[config.mk]
export PLATFORM = sky130hd
export DESIGN_NAME = mem_arbiter_flat
export DESIGN_NICKNAME = d
export VERILOG_FILES = /design/src/rtl/cpu_types_pkg.sv /design/src/rtl/mem_arbiter_if.sv /design/src/rtl/mem_arbiter_rr_picker.sv /design/src/rtl/mem_arbiter.sv /design/src/flat_wrapper.sv
export SDC_FILE = /design/constraint.sdc
export NUM_CORES = 1
export LEC_CHECK = 0
export CAP_MARGIN = 40
export CORE_AREA = 2 2 191 193
export DETAILED_ROUTE_END_ITERATION = 10
export DIE_AREA = 0 0 193 195
export GPL_ROUTABILITY_DRIVEN = 0
export SLEW_MARGIN = 20
export SYNTH_ARGS = -nofsm -noshare
export SYNTH_HDL_FRONTEND = slang
export SYNTH_HIERARCHICAL = 1
export SYNTH_SLANG_ARGS = --single-unit
[constraint.sdc]
create_clock -name CLK -period 4.22 [get_ports CLK]
set_input_delay 0.844 -clock CLK [delete_from_list [all_inputs] [get_ports CLK]]
set_output_delay 0.844 -clock CLK [all_outputs]
set_load 0.02 [all_outputs]
[src/rtl/cpu_types_pkg.sv]
// cpu_types_pkg: shared CPU/memory types plus the arbiter's source and state enums.
package cpu_types_pkg;
    typedef logic [31:0] word_t;
    typedef enum logic [1:0] {FREE, BUSY, ACCESS, ERROR} ramstate_t;
    typedef enum logic {SRC_I, SRC_D} arb_src_t;
    typedef enum logic {ARB_IDLE, ARB_GRANT} arb_state_t;
    function automatic int cpu_w(input int n);
        return n > 1 ? $clog2(n) : 1;
    endfunction
endpackage

[src/rtl/mem_arbiter_if.sv]
// mem_arbiter_if: per-CPU cache request lines and the single RAM port.
interface mem_arbiter_if #(parameter int CPUS = 2);
    import cpu_types_pkg::*;
    logic [CPUS-1:0]        iREN, dREN, dWEN, iwait, dwait;
    logic [CPUS-1:0][31:0]  iaddr, daddr, dstore, iload, dload;
    logic                   ramREN, ramWEN;
    word_t                  ramaddr, ramstore, ramload;
    ramstate_t              ramstate;
    modport slave (
        input  iREN, dREN, dWEN, iaddr, daddr, dstore, ramload, ramstate,
        output iwait, dwait, iload, dload, ramREN, ramWEN, ramaddr, ramstore
    );
    modport master (
        output iREN, dREN, dWEN, iaddr, daddr, dstore, ramload, ramstate,
        input  iwait, dwait, iload, dload, ramREN, ramWEN, ramaddr, ramstore
    );
endinterface

[src/rtl/mem_arbiter_rr_picker.sv]
// rr_picker: round-robin pick starting at rr_ptr; dcache beats icache within a CPU.
module rr_picker import cpu_types_pkg::*; #(
    parameter int CPUS = 2,
    parameter int CW = cpu_w(CPUS)
) (
    input  logic [CPUS*2-1:0] req,
    input  logic [CW-1:0]     rr_ptr,
    output logic [CW-1:0]     gnt_cpu,
    output arb_src_t          gnt_src,
    output logic              gnt_valid
);
    // Scan lowest priority first so the highest-priority hit is the last assignment.
    always_comb begin
        gnt_valid = 1'b0;
        gnt_cpu = '0;
        gnt_src = SRC_I;
        for (int k = CPUS - 1; k >= 0; k--) begin
            for (int s = 0; s < 2; s++) begin
                if (req[2 * ((int'(rr_ptr) + k) % CPUS) + s]) begin
                    gnt_valid = 1'b1;
                    gnt_cpu = CW'((int'(rr_ptr) + k) % CPUS);
                    gnt_src = s == 1 ? SRC_D : SRC_I;
                end
            end
        end
    end
endmodule

[src/rtl/mem_arbiter.sv]
// mem_arbiter: grants one cache requester at a time onto the RAM, locking two-word dcache blocks.
// MEM_ARB_PERF_EN builds the completed-word and stall counters; otherwise they read 0.
module mem_arbiter import cpu_types_pkg::*; #(
    parameter int CPUS = 2
) (
    input  logic         CLK,
    input  logic         nRST,
    mem_arbiter_if.slave bus,
    output word_t        perf_xact,
    output word_t        perf_stall
);
    localparam int CW = cpu_w(CPUS);
    arb_state_t state_q, state_d;
    arb_src_t src_q, src_d, pick_src;
    logic [CW-1:0] cpu_q, cpu_d, rr_ptr_q, rr_ptr_d, pick_cpu, nxt_cpu;
    logic [CPUS*2-1:0] req;
    logic pick_valid, is_d, live, wen, done;
    word_t addr;
    logic [CPUS-1:0] wait_i, wait_d;
    logic [CPUS-1:0][31:0] load_i, load_d;
    always_comb begin
        req = '0;
        for (int k = 0; k < CPUS; k++) begin
            req[2*k] = bus.iREN[k];
            req[2*k+1] = bus.dREN[k] | bus.dWEN[k];
        end
    end
    rr_picker #(.CPUS(CPUS), .CW(CW)) u_pick (
        .req(req), .rr_ptr(rr_ptr_q), .gnt_cpu(pick_cpu), .gnt_src(pick_src), .gnt_valid(pick_valid)
    );
    // RAM side follows the granted requester's live lines; a dropped request aborts the grant.
    always_comb begin
        is_d = src_q == SRC_D;
        live = state_q == ARB_GRANT && (is_d ? (bus.dREN[cpu_q] | bus.dWEN[cpu_q]) : bus.iREN[cpu_q]);
        wen = live && is_d && bus.dWEN[cpu_q];
        addr = is_d ? bus.daddr[cpu_q] : bus.iaddr[cpu_q];
        done = live && bus.ramstate == ACCESS;
        nxt_cpu = cpu_q == CW'(CPUS - 1) ? '0 : cpu_q + 1'b1;
    end
    assign bus.ramWEN = wen;
    assign bus.ramREN = live && !wen;
    assign bus.ramaddr = live ? addr : '0;
    assign bus.ramstore = wen ? bus.dstore[cpu_q] : '0;
    always_comb begin
        wait_i = '1;
        wait_d = '1;
        load_i = '0;
        load_d = '0;
        if (done && is_d) begin
            wait_d[cpu_q] = 1'b0;
            load_d[cpu_q] = bus.ramload;
        end
        if (done && !is_d) begin
            wait_i[cpu_q] = 1'b0;
            load_i[cpu_q] = bus.ramload;
        end
    end
    assign bus.iwait = wait_i;
    assign bus.dwait = wait_d;
    assign bus.iload = load_i;
    assign bus.dload = load_d;
    // A completed dcache word0 (addr[2]==0) keeps the grant so word1 cannot be interleaved.
    always_comb begin
        state_d = state_q;
        cpu_d = cpu_q;
        src_d = src_q;
        rr_ptr_d = rr_ptr_q;
        if (state_q == ARB_IDLE) begin
            if (pick_valid) begin
                state_d = ARB_GRANT;
                cpu_d = pick_cpu;
                src_d = pick_src;
            end
        end else if (!live || (done && !(is_d && !addr[2]))) begin
            state_d = ARB_IDLE;
            rr_ptr_d = nxt_cpu;
        end
    end
    always_ff @(posedge CLK or negedge nRST) begin
        if (!nRST) begin
            state_q <= ARB_IDLE;
            cpu_q <= '0;
            src_q <= SRC_I;
            rr_ptr_q <= '0;
        end else begin
            state_q <= state_d;
            cpu_q <= cpu_d;
            src_q <= src_d;
            rr_ptr_q <= rr_ptr_d;
        end
    end
`ifdef MEM_ARB_PERF_EN
    word_t xact_q, xact_d, stall_q, stall_d;
    always_comb begin
        xact_d = xact_q + 32'(done);
        stall_d = stall_q + 32'((|{bus.iREN, bus.dREN, bus.dWEN}) && !done);
    end
    always_ff @(posedge CLK or negedge nRST) begin
        if (!nRST) begin
            xact_q <= '0;
            stall_q <= '0;
        end else begin
            xact_q <= xact_d;
            stall_q <= stall_d;
        end
    end
    assign perf_xact = xact_q;
    assign perf_stall = stall_q;
`else
    assign perf_xact = '0;
    assign perf_stall = '0;
`endif
endmodule

[src/flat_wrapper.sv]
// flat-port wrapper written by rule: the top's interface ports become plain ports
module mem_arbiter_flat import cpu_types_pkg::*;
#(
    parameter int CPUS = 2
)
  (CLK, nRST, perf_xact, perf_stall, bus_iREN, bus_dREN, bus_dWEN, bus_iaddr, bus_daddr, bus_dstore, bus_ramload, bus_ramstate, bus_iwait, bus_dwait, bus_iload, bus_dload, bus_ramREN, bus_ramWEN, bus_ramaddr, bus_ramstore);
  mem_arbiter_if #(.CPUS(CPUS)) bus_i ();
  input  logic CLK;
  input  logic nRST;
  output word_t perf_xact;
  output word_t perf_stall;
  input wire logic [$bits(bus_i.iREN)-1:0] bus_iREN;
  input wire logic [$bits(bus_i.dREN)-1:0] bus_dREN;
  input wire logic [$bits(bus_i.dWEN)-1:0] bus_dWEN;
  input wire logic [$bits(bus_i.iaddr)-1:0] bus_iaddr;
  input wire logic [$bits(bus_i.daddr)-1:0] bus_daddr;
  input wire logic [$bits(bus_i.dstore)-1:0] bus_dstore;
  input wire logic [$bits(bus_i.ramload)-1:0] bus_ramload;
  input wire logic [$bits(bus_i.ramstate)-1:0] bus_ramstate;
  output wire logic [$bits(bus_i.iwait)-1:0] bus_iwait;
  output wire logic [$bits(bus_i.dwait)-1:0] bus_dwait;
  output wire logic [$bits(bus_i.iload)-1:0] bus_iload;
  output wire logic [$bits(bus_i.dload)-1:0] bus_dload;
  output wire logic [$bits(bus_i.ramREN)-1:0] bus_ramREN;
  output wire logic [$bits(bus_i.ramWEN)-1:0] bus_ramWEN;
  output wire logic [$bits(bus_i.ramaddr)-1:0] bus_ramaddr;
  output wire logic [$bits(bus_i.ramstore)-1:0] bus_ramstore;
  assign bus_i.iREN = bus_iREN;
  assign bus_i.dREN = bus_dREN;
  assign bus_i.dWEN = bus_dWEN;
  assign bus_i.iaddr = bus_iaddr;
  assign bus_i.daddr = bus_daddr;
  assign bus_i.dstore = bus_dstore;
  assign bus_i.ramload = bus_ramload;
  assign bus_i.ramstate = bus_ramstate;
  assign bus_iwait = bus_i.iwait;
  assign bus_dwait = bus_i.dwait;
  assign bus_iload = bus_i.iload;
  assign bus_dload = bus_i.dload;
  assign bus_ramREN = bus_i.ramREN;
  assign bus_ramWEN = bus_i.ramWEN;
  assign bus_ramaddr = bus_i.ramaddr;
  assign bus_ramstore = bus_i.ramstore;
  mem_arbiter #(.CPUS(CPUS)) u_core (.CLK(CLK), .nRST(nRST), .bus(bus_i), .perf_xact(perf_xact), .perf_stall(perf_stall));
endmodule
After elaboration in Yosys (flattened, before gate mapping)
Cells that the tools add are included.

cells by class
  magnitude comparators = 6
  mux-type cells = 50
  bitwise gates (word level) = 7
  reductions and logical operators = 18
  equal/unequal tests = 1
  add/subtract/negate cells = 4

operators by type and width
  kind                 count
  $mux 32              10
  $mux 64              2
  $and 64x64->64       1
  $demux 32 s1         1
  $mux 1               32
  $logic_and 1x1->1    10
  $logic_not 1->1      5
  $add 3x2->4 const B  1
  $bmux 1 s2           2
  $lt 3x4->1 const B   1
  $lt 4x4->1 const B   1
  $mux 2               2
  $reduce_and 2->1     2
  $add 2x1->3 const B  1
  $lt 2x3->1 const B   1
  $lt 3x3->1 const B   1
  $or 1x1->1           3
  $add 1x1->1 const B  2
  $eq 2x2->1 const B   1
  $lt 1x2->1 const B   1
  $not 2->2            1
  $and 1x1->1 const A  1
  $demux 1 s1          1
  $ge 1x1->1 const B   1
  other kinds (2)      2

storage, ports and cells
  output and inout bits = 262
  input port bits = 234
  bits in registers = 4
  logic and storage cells = 90

Logic depth before layout (Yosys ltp)
Gate-level depths: netlist of the first run.

  word-level depth = 11
  depth in mapped cells = 6
  gate-level depth less buffers = 5

Modules after synthesis
Netlist of the first run, hierarchy kept.

modules (own cells, without submodules)
  module       area an instance (sq um)  seq. area each (sq um)  cells each  times used
  mem_arbiter  3,180.6                   100.1                   394         1
  rr_picker    40.0                      0.0                     9           1

Least setup slack after synthesis of the first run
OpenSTA, ideal clock, no wires.

  path kind = input -> output
  from = input port bus_ramstate[1]
  to = output port bus_iload[28]
  data arrival time = 2.047 ns
  data required time = 3.376 ns
  setup slack = 1.329 ns
  stages = 5
  buffers on the path = 1
  path through = or2b_1 > or2_4 > nor4b_4 > clkbuf_2 > and2_1

on the way
  cells in the longest elaborated chain, start to end = 4

RTL lines
  element            line                RTL
  start, declared    flat_wrapper.sv:19  input wire logic [$bits(bus_i.ramstate)-1:0] bus_ramstate;
  $eq 2x2->1         mem_arbiter.sv:37   done = live && bus.ramstate == ACCESS;
  $logic_and 1x1->1  mem_arbiter.sv:37
  $logic_and 1x1->1  mem_arbiter.sv:53   if (done && !is_d) begin
  $mux 64            mem_arbiter.sv:53
  end, declared      flat_wrapper.sv:22  output wire logic [$bits(bus_i.iload)-1:0] bus_iload;

No other way between the ends.

Final worst setup path of the first run
  from = input port bus_ramstate[1]
  to = output port bus_iload[26]

The elaborated chain is that of the path after synthesis.

==> metrics, run 1 <==
worst setup path category=input port to output port; die height=195 um; Starting DRT DRC Count=89; DR vias/cell=3.30; Synth area leaders=and2_1, mux4_2, buf_4; Required @ worst endpoint=3.38 ns; share of the synthesized area in the top cell type=23.3%; synthesis-to-layout area growth=147%; Critical Path AT=3.12 ns; fin. max-slew vios=0; Multi-input gate area=2700 um^2; HP Class=register to register; worst setup path startpoint=bus_ramstate[1]; H-tree depth=1; Hold Vio Cnt, Final=0; maximum clock path buffer count=2; crit start category=input port; post_cts resized=0; Max transition margin=62.1%; io pins=496; CP Max Fanout=33; CTS sink cnt=4; die area=37600 um^2; Design Area, Final=7960 um^2; initial antenna violation count=1; Final setup violation count=0; Worst-Margin Slew=0.568 ns; Tcrit/Tclk final=94.0%; Placeable Area=35400 um^2; syn avg cell area=7.99 um^2; vias in the first global route=4302; PD cells=371 nW/um^2; total CTS buffers=3; Initial Util=9.10%; Clk Latency, worst-skew pair=0.23 ns; Synth area leader=and2_1; cts hold-fix bufs=0; layout cells sized above 1=8.34%; largest net degree at the start of global routing=36; Netlist cell types=34; achievable clock frequency=252 MHz; fill count=3859; mapped cell area=3220 um^2; Post-Route WL=18.4 mm; RSZ-0062 raised after global routing=false; # diodes=0; Port Buffers=431; max-cap violation count=0; Post-DP Area=7890 um^2; RR Startpoint=u_core/cpu_q$_DFFE_PN0P_; via count=4209; global-route wire length before repair=24.9 mm; GR Overflow Total=0; Leakage Power=3.00 nW; FF-to-FF setup slack=2.36 ns; # nets final=1051; post-CTS setup buffer count=0; CTS root buffer=clkbuf_16; Seq. cell area=105 um^2; DR DRC count=0; GRT Overall Usage=8.73%; Worst setup endpoint=bus_iload[26]; Rows=69; Placed Instances=1273; FF-to-FF path depth=5; Routed Antenna Nets=0; WL per Instance=14.4 um; Seq/Total Area, Yosys=3.11%; Final Critical Period=3.97 ns; Final Non-Filler Cells=1276; Post-Syn Instances=403; r2r endpoint=u_core/rr_ptr_q$_DFFE_PN0P_; Die W=193 um; Peak VDD IR=0.222 mV; Worst-path clk slew=0.03 ns; fin util=22.5%; Worst Skew=0.000411 ns; CTS tree=built; drt pass-1 iters=4; synth warn=6; CP Capture Type=output port; dpl hpwl=15.6 mm; Yosys reg bits=4; post-route setup TNS=0 ns; run status=complete, no violations
## Yosys cell counts, drive strengths merged
library cell,number
and2,130
buf,83
nor2,38
mux2i,36
nor2b,32
mux4,31
clkbuf,12
inv,7
nand2,5
dfrtp,4
a21oi,3
mux2,3
nor3,3
or2,3
o21ai,2
a211oi,1
a31oi,1
and2b,1
conb,1
nand2b,1
nand4b,1
nor3b,1
nor4b,1
o21bai,1
o32ai,1
or2b,1
## how the worst min path moves through the flow
stage / start / end / slack, ns / depth (start not counted)
4_1_cts: u_core/rr_ptr_q$_DFFE_PN0P_ / u_core/rr_ptr_q$_DFFE_PN0P_ / 0.62 / 2
2_1_floorplan: nRST / u_core/cpu_q$_DFFE_PN0P_ / 0.55 / 0
6_report: u_core/rr_ptr_q$_DFFE_PN0P_ / u_core/rr_ptr_q$_DFFE_PN0P_ / 0.63 / 2
3_5_place_dp: u_core/rr_ptr_q$_DFFE_PN0P_ / u_core/rr_ptr_q$_DFFE_PN0P_ / 0.61 / 2
3_3_place_gp: u_core/rr_ptr_q$_DFFE_PN0P_ / u_core/rr_ptr_q$_DFFE_PN0P_ / 0.66 / 2
5_1_grt: u_core/rr_ptr_q$_DFFE_PN0P_ / u_core/rr_ptr_q$_DFFE_PN0P_ / 0.66 / 2
## per-stage QoR
step	power, W	setup slack, ns	hold slack (ns)
floorplan	0.00170	1.33	0.548
global placement	0.00283	0.304	0.656
detailed placement	0.00284	0.247	0.614
CTS	0.00300	0.245	0.618
global route	0.00315	0.164	0.663
finish	0.00296	0.252	0.628
## cell families after synthesis
logic type             share of synthesized area [%]
other                                          0.116
flip-flops                                      3.11
multiplexers                                    33.9
AO/OA/AOI/OAI                                   2.06
AND/OR/NAND/NOR                                 40.3
buffers and inverters                           20.5
## critical path, cell delays in order
cell and delay [ns]:
clkdlybuf4s50_1 0.49, or2b_1 0.25, or2_4 0.26, nor4b_4 0.27
buf_12 0.21, and2_2 0.17, clkdlybuf4s50_1 0.59
## layer usage
layer / routed length, um / global-route usage, % / up-vias
met3: 2080 / 2.70 / 13
met5: 0 / 0 / -
met4: 120 / 1.01 / 0
li1: - / - / 2029
met2: 9570 / 17.3 / 274
met1: 6660 / 9.04 / 1893
## flip-flops by register name, summed over array words and instances, names as in the netlist
name and count:
u_core/state_q 1, u_core/cpu_q 1, u_core/rr_ptr_q 1, u_core/is_d 1
## power by group
group          switching (W)  internal (W)
Combinational        0.00130       0.00139
Sequential         0.0000592     0.0000624
Clock              0.0000290      0.000121
## cell usage in the layout (no fill, tap or decap), types with 2 or more instances in the layout
master,instances
and2_2,9
a21oi_1,3
dfrtp_1,2
nand2_1,5
mux4_2,31
nor3_1,2
and2_1,120
buf_12,7
mux2_2,3
clkdlybuf4s50_1,431
nor2b_1,32
buf_4,3
or2_2,2
nor2_1,37
clkbuf_16,3
conb_1,64
mux2i_1,36
inv_1,6
## final cells by class
type	instances	area share [%]
flip-flops and latches	4	1.32
inverters	7	0.330
well taps	461	7.24
clock buffers	3	0.943
multi-input cells	360	34.0
repair buffers	441	56.2
(Power assumes the default switching activity.)
==> inputs of run 2 (changes only) <==
Settings changed: HOLD_SLACK_MARGIN from default to 0.15.
==> results of run 2 <==
Final layout, timing and power as in run 1 (identical DEF).
